$ cat src/rtl/uart_cmd_wrapper_pkg.sv
// Shared constants and state encodings for the UART command front end.
// Latency: n/a (types and constants only).
// Backpressure: n/a.
package uart_cmd_wrapper_pkg;

    localparam logic [7:0] POS_ACK = 8'hA5;
    localparam logic [7:0] NEG_ACK = 8'h5A;

    typedef enum logic [1:0] {
        RX_IDLE,
        RX_START,
        RX_DATA,
        RX_STOP
    } rx_state_t;

    typedef enum logic {
        TX_IDLE,
        TX_TXING
    } tx_state_t;

    typedef enum logic {
        WAIT_HI,
        WAIT_LO
    } asm_state_t;

endpackage

$ cat src/rtl/uart_byte_io.sv
// 8N1 byte receiver (2-flop synchronised, mid-bit sampling) and byte transmitter.
// Latency: byte_rdy 1 clk after mid-stop sample; tx_done 10*BAUD_DIV+1 clks after trmt.
// Backpressure: none; trmt while transmitting is ignored, byte_rdy is a one-cycle pulse.
module uart_byte_io
    import uart_cmd_wrapper_pkg::*;
#(
    parameter int BAUD_DIV = 5208
) (
    input  logic       clk,
    input  logic       rst_n,
    input  logic       rx,
    output logic       tx,
    output logic [7:0] rx_data,
    output logic       byte_rdy,
    output logic       rx_busy,
    input  logic [7:0] tx_data,
    input  logic       trmt,
    output logic       tx_done
);

    localparam int BW = $clog2(BAUD_DIV);
    localparam logic [BW-1:0] BAUD_LAST = BW'(BAUD_DIV - 1);
    localparam logic [BW-1:0] HALF_LAST = BW'(BAUD_DIV / 2 - 1);

    logic            rx_sync1, rx_sync2, rx_prev;
    logic            rx_fall;
    rx_state_t       rx_state;
    logic [BW-1:0]   rx_baud;
    logic [3:0]      rx_bits;
    logic [7:0]      rx_shift;

    tx_state_t       tx_state;
    logic [BW-1:0]   tx_baud;
    logic [3:0]      tx_bits;
    logic [9:0]      tx_shift;

    // Two-flop synchroniser plus one delayed copy for falling-edge detection; idle-high preset.
    always_ff @(posedge clk or negedge rst_n) begin
        if (!rst_n) begin
            rx_sync1 <= 1'b1;
            rx_sync2 <= 1'b1;
            rx_prev  <= 1'b1;
        end else begin
            rx_sync1 <= rx;
            rx_sync2 <= rx_sync1;
            rx_prev  <= rx_sync2;
        end
    end

    assign rx_fall = rx_prev & ~rx_sync2;
    assign rx_busy = (rx_state != RX_IDLE);

    // Receiver: the edge-detect cycle counts as the first clock of the start bit,
    // so the half-bit sample lands at the true bit centre despite the synchroniser.
    always_ff @(posedge clk or negedge rst_n) begin
        if (!rst_n) begin
            rx_state <= RX_IDLE;
            rx_baud  <= '0;
            rx_bits  <= '0;
            rx_shift <= '0;
            rx_data  <= '0;
            byte_rdy <= 1'b0;
        end else begin
            byte_rdy <= 1'b0;
            case (rx_state)
                RX_IDLE: begin
                    rx_baud <= BW'(1);
                    rx_bits <= '0;
                    if (rx_fall) rx_state <= RX_START;
                end
                RX_START: begin
                    if (rx_baud == HALF_LAST) begin
                        rx_baud  <= '0;
                        rx_state <= rx_sync2 ? RX_IDLE : RX_DATA;
                    end else begin
                        rx_baud <= rx_baud + 1'b1;
                    end
                end
                RX_DATA: begin
                    if (rx_baud == BAUD_LAST) begin
                        rx_baud  <= '0;
                        rx_shift <= {rx_sync2, rx_shift[7:1]};
                        rx_bits  <= rx_bits + 1'b1;
                        if (rx_bits == 4'd7) rx_state <= RX_STOP;
                    end else begin
                        rx_baud <= rx_baud + 1'b1;
                    end
                end
                RX_STOP: begin
                    if (rx_baud == BAUD_LAST) begin
                        rx_baud  <= '0;
                        rx_state <= RX_IDLE;
                        if (rx_sync2) begin
                            byte_rdy <= 1'b1;
                            rx_data  <= rx_shift;
                        end
                    end else begin
                        rx_baud <= rx_baud + 1'b1;
                    end
                end
                default: rx_state <= RX_IDLE;
            endcase
        end
    end

    // Transmitter: tx is a flop so each bit is held exactly BAUD_DIV clocks from the load edge.
    always_ff @(posedge clk or negedge rst_n) begin
        if (!rst_n) begin
            tx_state <= TX_IDLE;
            tx_baud  <= '0;
            tx_bits  <= '0;
            tx_shift <= '1;
            tx       <= 1'b1;
            tx_done  <= 1'b0;
        end else begin
            case (tx_state)
                TX_IDLE: begin
                    tx_baud <= '0;
                    tx_bits <= '0;
                    if (trmt) begin
                        tx_shift <= {1'b1, tx_data, 1'b0};
                        tx       <= 1'b0;
                        tx_done  <= 1'b0;
                        tx_state <= TX_TXING;
                    end
                end
                TX_TXING: begin
                    if (tx_baud == BAUD_LAST) begin
                        tx_baud <= '0;
                        if (tx_bits == 4'd9) begin
                            tx_state <= TX_IDLE;
                            tx       <= 1'b1;
                            tx_done  <= 1'b1;
                        end else begin
                            tx_bits  <= tx_bits + 1'b1;
                            tx_shift <= {1'b1, tx_shift[9:1]};
                            tx       <= tx_shift[1];
                        end
                    end else begin
                        tx_baud <= tx_baud + 1'b1;
                    end
                end
                default: tx_state <= TX_IDLE;
            endcase
        end
    end

endmodule

$ cat src/rtl/uart_cmd_wrapper.sv
// Assembles two received bytes (high first) into a 16-bit command; serialises response bytes.
// Latency: cmd_rdy 1 clk after low byte's stop sample (~9.5*BAUD_DIV+3 from its start edge).
// Backpressure: none; a new command overwrites cmd even while cmd_rdy is still set.
module uart_cmd_wrapper
    import uart_cmd_wrapper_pkg::*;
#(
    parameter int BAUD_DIV   = 5208,
    parameter int IB_TIMEOUT = 2**20
) (
    input  logic        clk,
    input  logic        rst_n,
    input  logic        RX,
    output logic        TX,
    output logic [15:0] cmd,
    output logic        cmd_rdy,
    input  logic        clr_cmd_rdy,
    input  logic [7:0]  resp,
    input  logic        trmt,
    output logic        tx_done
);

    localparam int TW = $clog2(IB_TIMEOUT + 1);
    localparam logic [TW-1:0] TO_LIMIT = TW'(IB_TIMEOUT);

    logic [7:0]    rx_data;
    logic          byte_rdy;
    logic          rx_busy;
    asm_state_t    asm_state;
    logic [7:0]    hi_byte;
    logic [TW-1:0] to_cnt;
    logic          cmd_set;

    uart_byte_io #(
        .BAUD_DIV (BAUD_DIV)
    ) u_io (
        .clk      (clk),
        .rst_n    (rst_n),
        .rx       (RX),
        .tx       (TX),
        .rx_data  (rx_data),
        .byte_rdy (byte_rdy),
        .rx_busy  (rx_busy),
        .tx_data  (resp),
        .trmt     (trmt),
        .tx_done  (tx_done)
    );

    assign cmd_set = (asm_state == WAIT_LO) && byte_rdy;

    // Command framing: high byte parks in hi_byte; a stalled low byte times out so framing resyncs.
    always_ff @(posedge clk or negedge rst_n) begin
        if (!rst_n) begin
            asm_state <= WAIT_HI;
            hi_byte   <= '0;
            to_cnt    <= '0;
            cmd       <= '0;
        end else begin
            case (asm_state)
                WAIT_HI: begin
                    to_cnt <= '0;
                    if (byte_rdy) begin
                        hi_byte   <= rx_data;
                        asm_state <= WAIT_LO;
                    end
                end
                WAIT_LO: begin
                    if (byte_rdy) begin
                        cmd       <= {hi_byte, rx_data};
                        asm_state <= WAIT_HI;
                    end else if (!rx_busy) begin
                        // Counter only runs while the line is idle; a byte in flight freezes it.
                        if (to_cnt >= TO_LIMIT) begin
                            hi_byte   <= '0;
                            asm_state <= WAIT_HI;
                        end else begin
                            to_cnt <= to_cnt + 1'b1;
                        end
                    end
                end
                default: asm_state <= WAIT_HI;
            endcase
        end
    end

    // cmd_rdy: a new command takes priority over a same-cycle acknowledge.
    always_ff @(posedge clk or negedge rst_n) begin
        if (!rst_n) begin
            cmd_rdy <= 1'b0;
        end else if (cmd_set) begin
            cmd_rdy <= 1'b1;
        end else if (clr_cmd_rdy) begin
            cmd_rdy <= 1'b0;
        end
    end

endmodule
$ cat config.mk
export PLATFORM = sky130hd
export DESIGN_NAME = uart_cmd_wrapper
export DESIGN_NICKNAME = d
export VERILOG_FILES = /design/src/rtl/uart_cmd_wrapper_pkg.sv /design/src/rtl/uart_byte_io.sv /design/src/rtl/uart_cmd_wrapper.sv
export SDC_FILE = /design/constraint.sdc
export NUM_CORES = 1
export LEC_CHECK = 0
export CAP_MARGIN = 20
export CORE_MARGIN = 4
export CORE_UTILIZATION = 64
export DETAILED_ROUTE_END_ITERATION = 7
export PLACE_DENSITY = 0.85
export SLEW_MARGIN = 20
export SYNTH_ARGS = -nofsm -noshare
export SYNTH_HDL_FRONTEND = slang
export SYNTH_SLANG_ARGS = --single-unit
$ cat constraint.sdc
create_clock -name clk -period 4.06 [get_ports clk]
set_clock_uncertainty 0.2 [all_clocks]
set_input_delay 0.812 -clock clk [delete_from_list [all_inputs] [get_ports clk]]
set_output_delay 0.812 -clock clk [all_outputs]
set_load 0.02 [all_outputs]
# After elaboration in Yosys (flattened, before gate mapping)
# Cells that the tools add are included.
classes:
  add_sub_neg: 5
  order_cmp: 1
  n_eq_ne: 22
  muxes: 51
  n_bitwise: 4
  n_reduce_logical: 17
ops:
  columns: ["operator", "count"]
  rows:
  - ["21-bit two-way mux", 3]
  - ["21-bit case mux with 2 select lines", 1]
  - ["13-bit two-way mux", 3]
  - ["13-bit case mux with 3 select lines", 1]
  - ["8-bit two-way mux", 4]
  - ["10-bit two-way mux", 3]
  - ["13-bit by 1-bit adder with 13-bit output, second input constant", 2]
  - ["13-bit equality test, second input constant", 2]
  - ["13-bit case mux with 2 select lines", 1]
  - ["21-bit by 1-bit adder with 21-bit output, second input constant", 1]
  - ["21-bit greater-or-equal comparator, second input constant", 1]
  - ["10-bit case mux with 2 select lines", 1]
  - ["1-bit two-way mux", 17]
  - ["4-bit case mux with 2 select lines", 2]
  - ["8-bit case mux with 2 select lines", 1]
  - ["2-bit by 1-bit inequality test with 1-bit output, second input constant", 7]
  - ["2-bit inequality test, second input constant", 7]
  - ["13-bit by 12-bit equality test with 1-bit output, second input constant", 1]
  - ["2-bit two-way mux", 6]
  - ["4-bit two-way mux", 3]
  - ["3-bit AND reduction", 4]
  - ["2-bit AND reduction", 5]
  - ["4-bit by 1-bit adder with 4-bit output, second input constant", 2]
  - ["1-bit case mux with 2 select lines", 4]
  - ["other kinds (13)", 18]
word_totals:
  ff_bits: 116
  input_bits: 13
  output_inout_bits: 19
  word_cells: 120

# Depth between registers and ports, before layout
# Gate-level depths: netlist of run 1.
depth:
  ltp_word: 5
  depth_mapped: 8
  ltp_nobuf: 6

# By module
# Synthesis of run 1 repeated with hierarchy kept, for this count alone.
hier_totals:
  hier_cells: 476
  hier_area_um2: 5286.3
modules_own_cells:
  columns: ["mod", "instances", "cells_per_inst", "area_per_inst_um2", "seq_area_each_um2"]
  rows:
  - ["uart_byte_io", 1, 292, 3194.3, 1691.6]
  - ["uart_cmd_wrapper", 1, 184, 2092.0, 1176.1]

# Worst setup path after synthesis of run 1
# Ideal clock, no wire load.
synth_timing:
  path_kind: "flip-flop to flip-flop"
  start: "reg u_io.rx_baud[3]"
  end: "reg u_io.rx_data[0]"
  setup_ns: 0.125
  t_arrival_ns: 2.017
  t_required_ns: 3.735
  slack_ns: 1.717
  path_stages_with_launch: 7
  n_path_buf: 2
  period_less_slack_ns: 2.343
  cell_sequence: "dfrtp_1 buf_6 or4b_4 or3_1 buf_6 nor2_8 mux2_4"
synth_between:
  elab_chain_len: 2
synth_rtl:
  columns: ["item", "line", "source"]
  rows:
  - ["from (decl)", "uart_byte_io.sv:28", "logic [BW-1:0] rx_baud;"]
  - ["from (signal assigned)", "uart_byte_io.sv:76", "rx_baud <= rx_baud + 1'b1;"]
  - ["from (signal assigned)", "uart_byte_io.sv:86", "rx_baud <= rx_baud + 1'b1;"]
  - ["from (signal assigned)", "uart_byte_io.sv:98", "rx_baud <= rx_baud + 1'b1;"]
  - ["13-bit equality test", "uart_byte_io.sv:90", "if (rx_baud == BAUD_LAST) begin"]
  - ["3-bit AND reduction (no source line)", null, null]
  - ["to (signal assigned)", "uart_byte_io.sv:95", "rx_data <= rx_shift;"]
  - ["to (decl)", "uart_byte_io.sv:13", "output logic [7:0] rx_data,"]
# Every way passes these cells.
# A chain may end at the register's enable or synchronous reset.

# Worst setup path after layout of run 1
layout_timing:
  start: "reg asm_state"
  end: "reg to_cnt[17]"
layout_between:
  elab_chain_len: 2
  word_cells_on_any_way: 6
  classes_between: "3 x eq/ne; 1 x mux; 1 x bitwise; 1 x reduce/logical"
layout_rtl:
  columns: ["item", "line", "source"]
  rows:
  - ["from (decl)", "uart_cmd_wrapper.sv:28", "asm_state_t asm_state;"]
  - ["from (signal assigned)", "uart_cmd_wrapper.sv:53", "asm_state <= WAIT_HI;"]
  - ["from (signal assigned)", "uart_cmd_wrapper.sv:63", "asm_state <= WAIT_LO;"]
  - ["from (signal assigned)", "uart_cmd_wrapper.sv:69", "asm_state <= WAIT_HI;"]
  - ["2-bit inequality test (no source line) or 1-bit inverter (tied branches)", null, null]
  - ["3-bit AND reduction (no source line) or 21-bit case mux with 2 select lines (tied branches)", null, null]
  - ["to (signal assigned)", "uart_cmd_wrapper.sv:76", "to_cnt <= to_cnt + 1'b1;"]
  - ["to (decl)", "uart_cmd_wrapper.sv:30", "logic [TW-1:0] to_cnt;"]
# Several ways; a longest one is shown, not always the timed one.

==> reports/results.ini, run 1 <==
[yosys]
yosysSeqAreaShare_pct = 53.8
synth_seq_cells = 114
syn_avg_cell_area_sq_um = 11.5
synth-xor-area-share_pct = 4.93
synth_edf_count = 0
yosys.area_share.simple_pct = 18.3
synth_top_family_by_area = simple AND/OR/NAND/NOR gates
synth_compound_gate_area_share_pct = 9.67
syn-num-nets = 483
synthAdderAreaFrac_pct = 1.88
syn-instance-count = 462
yosysWarnings = 0
ys.flop_type = dfrtp_1
synthArstFlopShare_pct = 100
synthMuxAreaShare_pct = 7.88
ys_types = 59
netlist_area_sq_mm = 0.00533

[routing]
wl_per_cell_um = 17.2
route.detailed.drc = 0
avgViaCountPerCell = 6.16
ant_nets = 0
detail_route.wirelength_mm = 10.5
drtIter0Drc = 218
dr.pass1.iters = 5
route.vias.total = 3757

[sta]
hold_slack_ps = 163
rsz0062_at_grt = false
fin_crit_sh_pct = 67.1
hold_viol = 0
timing.setup.tns_ps = 0
worst_pin_slew_ps = 958
finalSetupViolCount = 0
slew-limit-headroom_pct = 36.1
period_minus_slack_ps = 2730
drv_slew = 0
max_freq_ghz = 0.367

[power_and_ir_drop]
power_mw = 2.81
pwr-share-comb_pct = 4.2
seqPwrFrac_pct = 43.2
ir_worst_vdd_mv = 0.367
p_sw_share_pct = 22.7
power.density_mw_per_mm2 = 449
internal_power_mw = 2.17
p_leak_nw = 2.72
switching_power_mw = 0.638
p_clk_share_pct = 52.5

[grt]
grt_pass1_wl_mm = 18.5
antenna_found_initial = 0
grt_max_degree = 76
gr-usage-all-layers_pct = 23.7
grt_overflow = 0
grt_pass1_vias = 3915

[die]
die_h_um = 99.3
rows = 33
dieArea_sq_mm = 0.00986
ioPinCount = 32
start_util_pct = 65.2
core_sq_mm = 0.00818
fp.dieW_um = 99.3

[status]
status = complete, no violations

[worst_setup_path]
max_stage_delay_ps = 570
reg2reg_from = asm_state
arrival_ps = 2970
start_kind = flip-flop
path_cells = ha_1, and3b_1, nand2_1, or4_1, a21oi_1
crit_path_top_delay_cell = ha_1
required_ps = 4300
endpoint_kind = flip-flop
r2r-end = to_cnt[17]
regToRegSetupSlack_ps = 1330
critPathKind = reg -> reg
worstRegToRegCells = 5
crit_fanout = 22
path_delay_family = simple AND/OR/NAND/NOR gates
crit_buf_inv = 0

[cts]
tritoncts = yes
clk_path_buf_depth = 2
post_cts_buffers = 0
clock_tree.root_cell = clkbuf_8
h-tree-depth = 4
clk_latency_ps = 520
hold_buffers = 0
cts_made_buffers = 17
post_cts_resized = 0
clk_pin_slew_ps = 60
cts.sinks = 114

[min_path]
hold_end = u_io.rx_sync2
hold_depth = 0
hp-class = reg -> reg
min_from = u_io.rx_sync1

[cells_and_area]
num_antenna_cells = 0
final_cell_mix = dfrtp_1, nor2_1, clkdlybuf4s50_1
drive_gt1_share_pct = 19.4
final_common_cell = dfrtp_1
syn2layout_area_growth_pct = 17.3
final_core_util_pct = 76.5
layout.nets = 513

[run]
cap_violations = 0

[place]
dp_hpwl_mm = 6.57
gp_congestion = 0.814
io_buffer_count = 31

-- worst max path at each step --
stage	start	endpoint	slack (ps)	cells after the start
2_1_floorplan	u_io.rx_baud[3]	u_io.rx_data[0]	1720	6
3_3_place_gp	asm_state	to_cnt[16]	1550	5
3_5_place_dp	asm_state	to_cnt[14]	1420	5
4_1_cts	asm_state	to_cnt[10]	1340	5
5_1_grt	asm_state	to_cnt[10]	1140	5
6_report	asm_state	to_cnt[17]	1330	5
-- logic make-up after synthesis --
| logic type | Yosys count |
|---|---|
| muxes | 35 |
| AOI/OAI and AO/OA | 69 |
| xor gates and xnor gates | 30 |
| buffers and inverters | 39 |
| and+or+nand+nor | 167 |
| DFF | 114 |
| adders and majority gates | 8 |
-- synth_stat cells (5+ instances only) --
library cell	number	area, sq um
dfstp_2	12	315
nand3_1	22	110
or3_1	11	68.8
o31ai_1	10	75.1
buf_6	5	56.3
nor2_1	40	150
o21ai_0	10	50.1
ha_1	8	100
a21oi_1	17	85.1
nand2_1	20	75.1
inv_1	15	56.3
and4_1	6	52.6
xor2_1	19	166
nor4_1	6	37.5
o221a_2	7	78.8
and3_1	7	43.8
dfrtp_1	102	2550
nand4_1	17	106
a22o_1	8	70.1
xnor2_1	11	96.3
a31oi_1	5	31.3
clkbuf_1	14	52.6
or4_1	8	60.1
mux2_2	24	270
mux2_4	8	120
-- worst reg2reg max path, stage by stage, from the launching register on --
cell     delay [ps]
dfrtp_1         500
ha_1            570
and3b_1         440
nand2_1         200
or4_1           540
a21oi_1         190
-- metrics by stage --
stage,setup WS [ps],area (sq um),std cells
finish,1330,6260,610
global route,1140,6260,610
CTS,1340,6260,610
detailed placement,1420,5660,578
global placement,1550,5660,578
floorplan,1720,5330,462
-- area by class of cell --
| type | count | area [sq um] |
|---|---|---|
| tap | 105 | 131 |
| multi-input combinational | 309 | 2270 |
| timing repair buffer | 34 | 330 |
| clock buffer | 20 | 435 |
| inverter | 16 | 60.1 |
| fill | 481 | 1920 |
| clock inverter | 12 | 158 |
| sequential | 114 | 2870 |
-- per-layer routing --
layer	wire [um]	GRT usage, %
met1	4580	30.0
met2	5300	38.7
met3	359	5.75
met4	284	11.0
met5	0	0
-- power by group through the flow --
stage / Sequential, mW / Combinational, mW / Clock (mW)
after floorplan: 1.20 / 0.111 / 0
after global placement: 1.23 / 0.116 / 0
after detailed placement: 1.23 / 0.119 / 0
after CTS: 1.21 / 0.121 / 1.50
after global routing: 1.22 / 0.138 / 1.54
final: 1.21 / 0.119 / 1.48
-- flip-flops by register name, summed over array words and instances, names as in the netlist, named ones only --
name	flops
asm_state	1
u_io.tx_bits	4
u_io.rx_sync2	1
to_cnt	21
cmd	16
u_io.rx_prev	1
cmd_rdy	1
u_io.rx_shift	8
u_io.rx_bits	4
u_io.tx	1
u_io.rx_data	8
u_io.rx_sync1	1
u_io.tx_shift	8
hi_byte	8
u_io.byte_rdy	1
u_io.tx_done	1
u_io.rx_state	1
u_io.tx_baud	13
u_io.tx_state	1
u_io.rx_baud	13
Power figures use the tool's default switching activity.
==> run 2: changes to the inputs <==
--- a/config.mk
+++ b/config.mk
@@ -7,9 +7,9 @@
 export LEC_CHECK = 0
 export CAP_MARGIN = 20
 export CORE_MARGIN = 4
-export CORE_UTILIZATION = 64
+export CORE_UTILIZATION = 59
 export DETAILED_ROUTE_END_ITERATION = 7
-export PLACE_DENSITY = 0.85
+export PLACE_DENSITY = 0.79
 export SLEW_MARGIN = 20
 export SYNTH_ARGS = -nofsm -noshare
 export SYNTH_HDL_FRONTEND = slang
==> constraint.sdc (replaced) <==
create_clock -name clk -period 2.6 [get_ports clk]
set_clock_uncertainty 0.2 [all_clocks]
set_input_delay 0.52 -clock clk [delete_from_list [all_inputs] [get_ports clk]]
set_output_delay 0.52 -clock clk [all_outputs]
set_load 0.02 [all_outputs]
==> run 2 against run 1 <==
Global-route usage shrank 1.2 points. Utilization down 3.6 points. Register-to-register slack got worse by 1200 ps. Critical path type unchanged. Highest routed layer unchanged.
==> reports/results.ini, run 2 (same netlist as run 1, synthesis figures left out) <==
[status]
status = complete, no violations

[routing]
dr.pass1.iters = 5
route.detailed.drc = 0
ant_nets = 0
wl_per_cell_um = 17.5
route.vias.total = 3783
avgViaCountPerCell = 6.06
drtIter0Drc = 194
detail_route.wirelength_mm = 10.9

[die]
start_util_pct = 60.9
ioPinCount = 32
die_h_um = 103
fp.dieW_um = 103
dieArea_sq_mm = 0.0106
core_sq_mm = 0.00876
rows = 34

[worst_setup_path]
startpoint = u_io.rx_baud[7]
path_delay_family = simple AND/OR/NAND/NOR gates
max_stage_delay_ps = 590
required_ps = 2790
crit_path_top_delay_cell = or4b_4
critPathKind = reg -> reg
reg2reg_from = u_io.rx_baud[7]
endpoint_kind = flip-flop
path_cells = or4b_4, or3_1, nor2_8, mux2_4
crit_fanout = 8
crit_buf_inv = 0
arrival_ps = 2660
start_kind = flip-flop

[run]
cap_violations = 0

[cells_and_area]
largest_reg_flops = 21
layout.nets = 524
regMostFlops = to_cnt
final_core_util_pct = 72.9
syn2layout_area_growth_pct = 19.8
drive_gt1_share_pct = 21.3
fillers = 593
stdcell_count = 624
regArea_sq_mm = 0.00287
final_cell_mix = dfrtp_1, nor2_1, clkdlybuf4s50_1
final_common_cell = dfrtp_1
num_antenna_cells = 0
multi_input_area_sq_mm = 0.00227
top_regs = to_cnt (21), cmd (16)

[sta]
rsz0062_at_grt = false
max_freq_ghz = 0.405
hold_viol = 0
finalSetupViolCount = 0
fin_crit_sh_pct = 94.9
drv_slew = 0
hold_slack_ps = 155
slew-limit-headroom_pct = 54.8
period_minus_slack_ps = 2470
timing.setup.tns_ps = 0
worst_pin_slew_ps = 672

[grt]
grt_pass1_wl_mm = 18.5
antenna_found_initial = 0
grt_pass1_vias = 3819
gr-usage-all-layers_pct = 22.5
grt_max_degree = 42
grt_overflow = 0

[cts]
post_cts_buffers = 0
cts.sinks = 114
post_cts_resized = 0
cts_made_buffers = 17
clk_pin_slew_ps = 60
h-tree-depth = 4
tritoncts = yes
clk_path_buf_depth = 2
clock_tree.root_cell = clkbuf_8
clk_latency_ps = 510

[place]
io_buffer_count = 31
dp_hpwl_mm = 6.64
placedCellCount = 591
gp_congestion = 0.826

[min_path]
hp-class = reg -> reg
min_from = u_io.rx_sync1

[power_and_ir_drop]
power.density_mw_per_mm2 = 704
ir_worst_vdd_mv = 0.492
power_mw = 4.50
p_leak_nw = 2.80

==> run 2: cell count changes in the layout (fill, tap and decap cells not counted), sizes merged <==
cell,delta
inv,+6
clkinvlp,-1
buf,+10
clkbuf,-3
clkinv,-2
dlygate4sd3,+1
==> run 2: final timing paths <==
kind	end	slack [ps]	cells past startpoint
hold reg to reg	u_io.rx_sync2	160	0
setup / recovery	u_io.rx_data[4]	130	4
min in group asynchronous	to_cnt[14]	340	2
setup reg to reg	u_io.rx_data[4]	130	4
max in group asynchronous	u_io.rx_prev	1190	3
hold / removal	u_io.rx_sync2	160	0
==> run 2: worst reg2reg max path, delay by kind of cell, from the launching register on <==
| family | cells | cell delay (ps) |
|---|---|---|
| simple gates | 3 | 1390 |
| flops | 1 | 440 |
| mux | 1 | 330 |
==> run 2: area by class of cell <==
type                    count  share of cell area (%)
well taps                 108                    2.11
clock inverters            15                    3.09
inverters                  16                   0.940
flip-flops and latches    114                    44.9
multi-input cells         309                    35.6
repair buffers             45                    6.89
clock buffers              17                    6.48
==> run 2: repair_timing <==
action | 4_1_cts | 5_1_grt
setup endpoints to repair | 0 | 0
hold buffers | 1 | 0
hold endpoints to repair | 38 | 0
==> run 2: stage by stage <==
step                area [sq um]  worst slack (ps)
finish                      6390               132
global route                6390              76.0
CTS                         6390               133
detailed placement          5770               153
global placement            5770               194
floorplan                   5330               257
==> run 2: power by group <==
part	internal, mW	switching (mW)	total, mW
Combinational	0.0971	0.118	0.215
Sequential	1.82	0.0624	1.88
Clock	1.49	0.911	2.40
Total	3.41	1.09	4.50
==> run 2: routing by layer <==
metal	vias up	track usage, %	part of all wire (%)
li1	1772	-	-
met3	12	6.77	3.9
met2	95	37.4	52
met4	0	8.17	0.89
met5	-	0	0
met1	1904	27.7	43
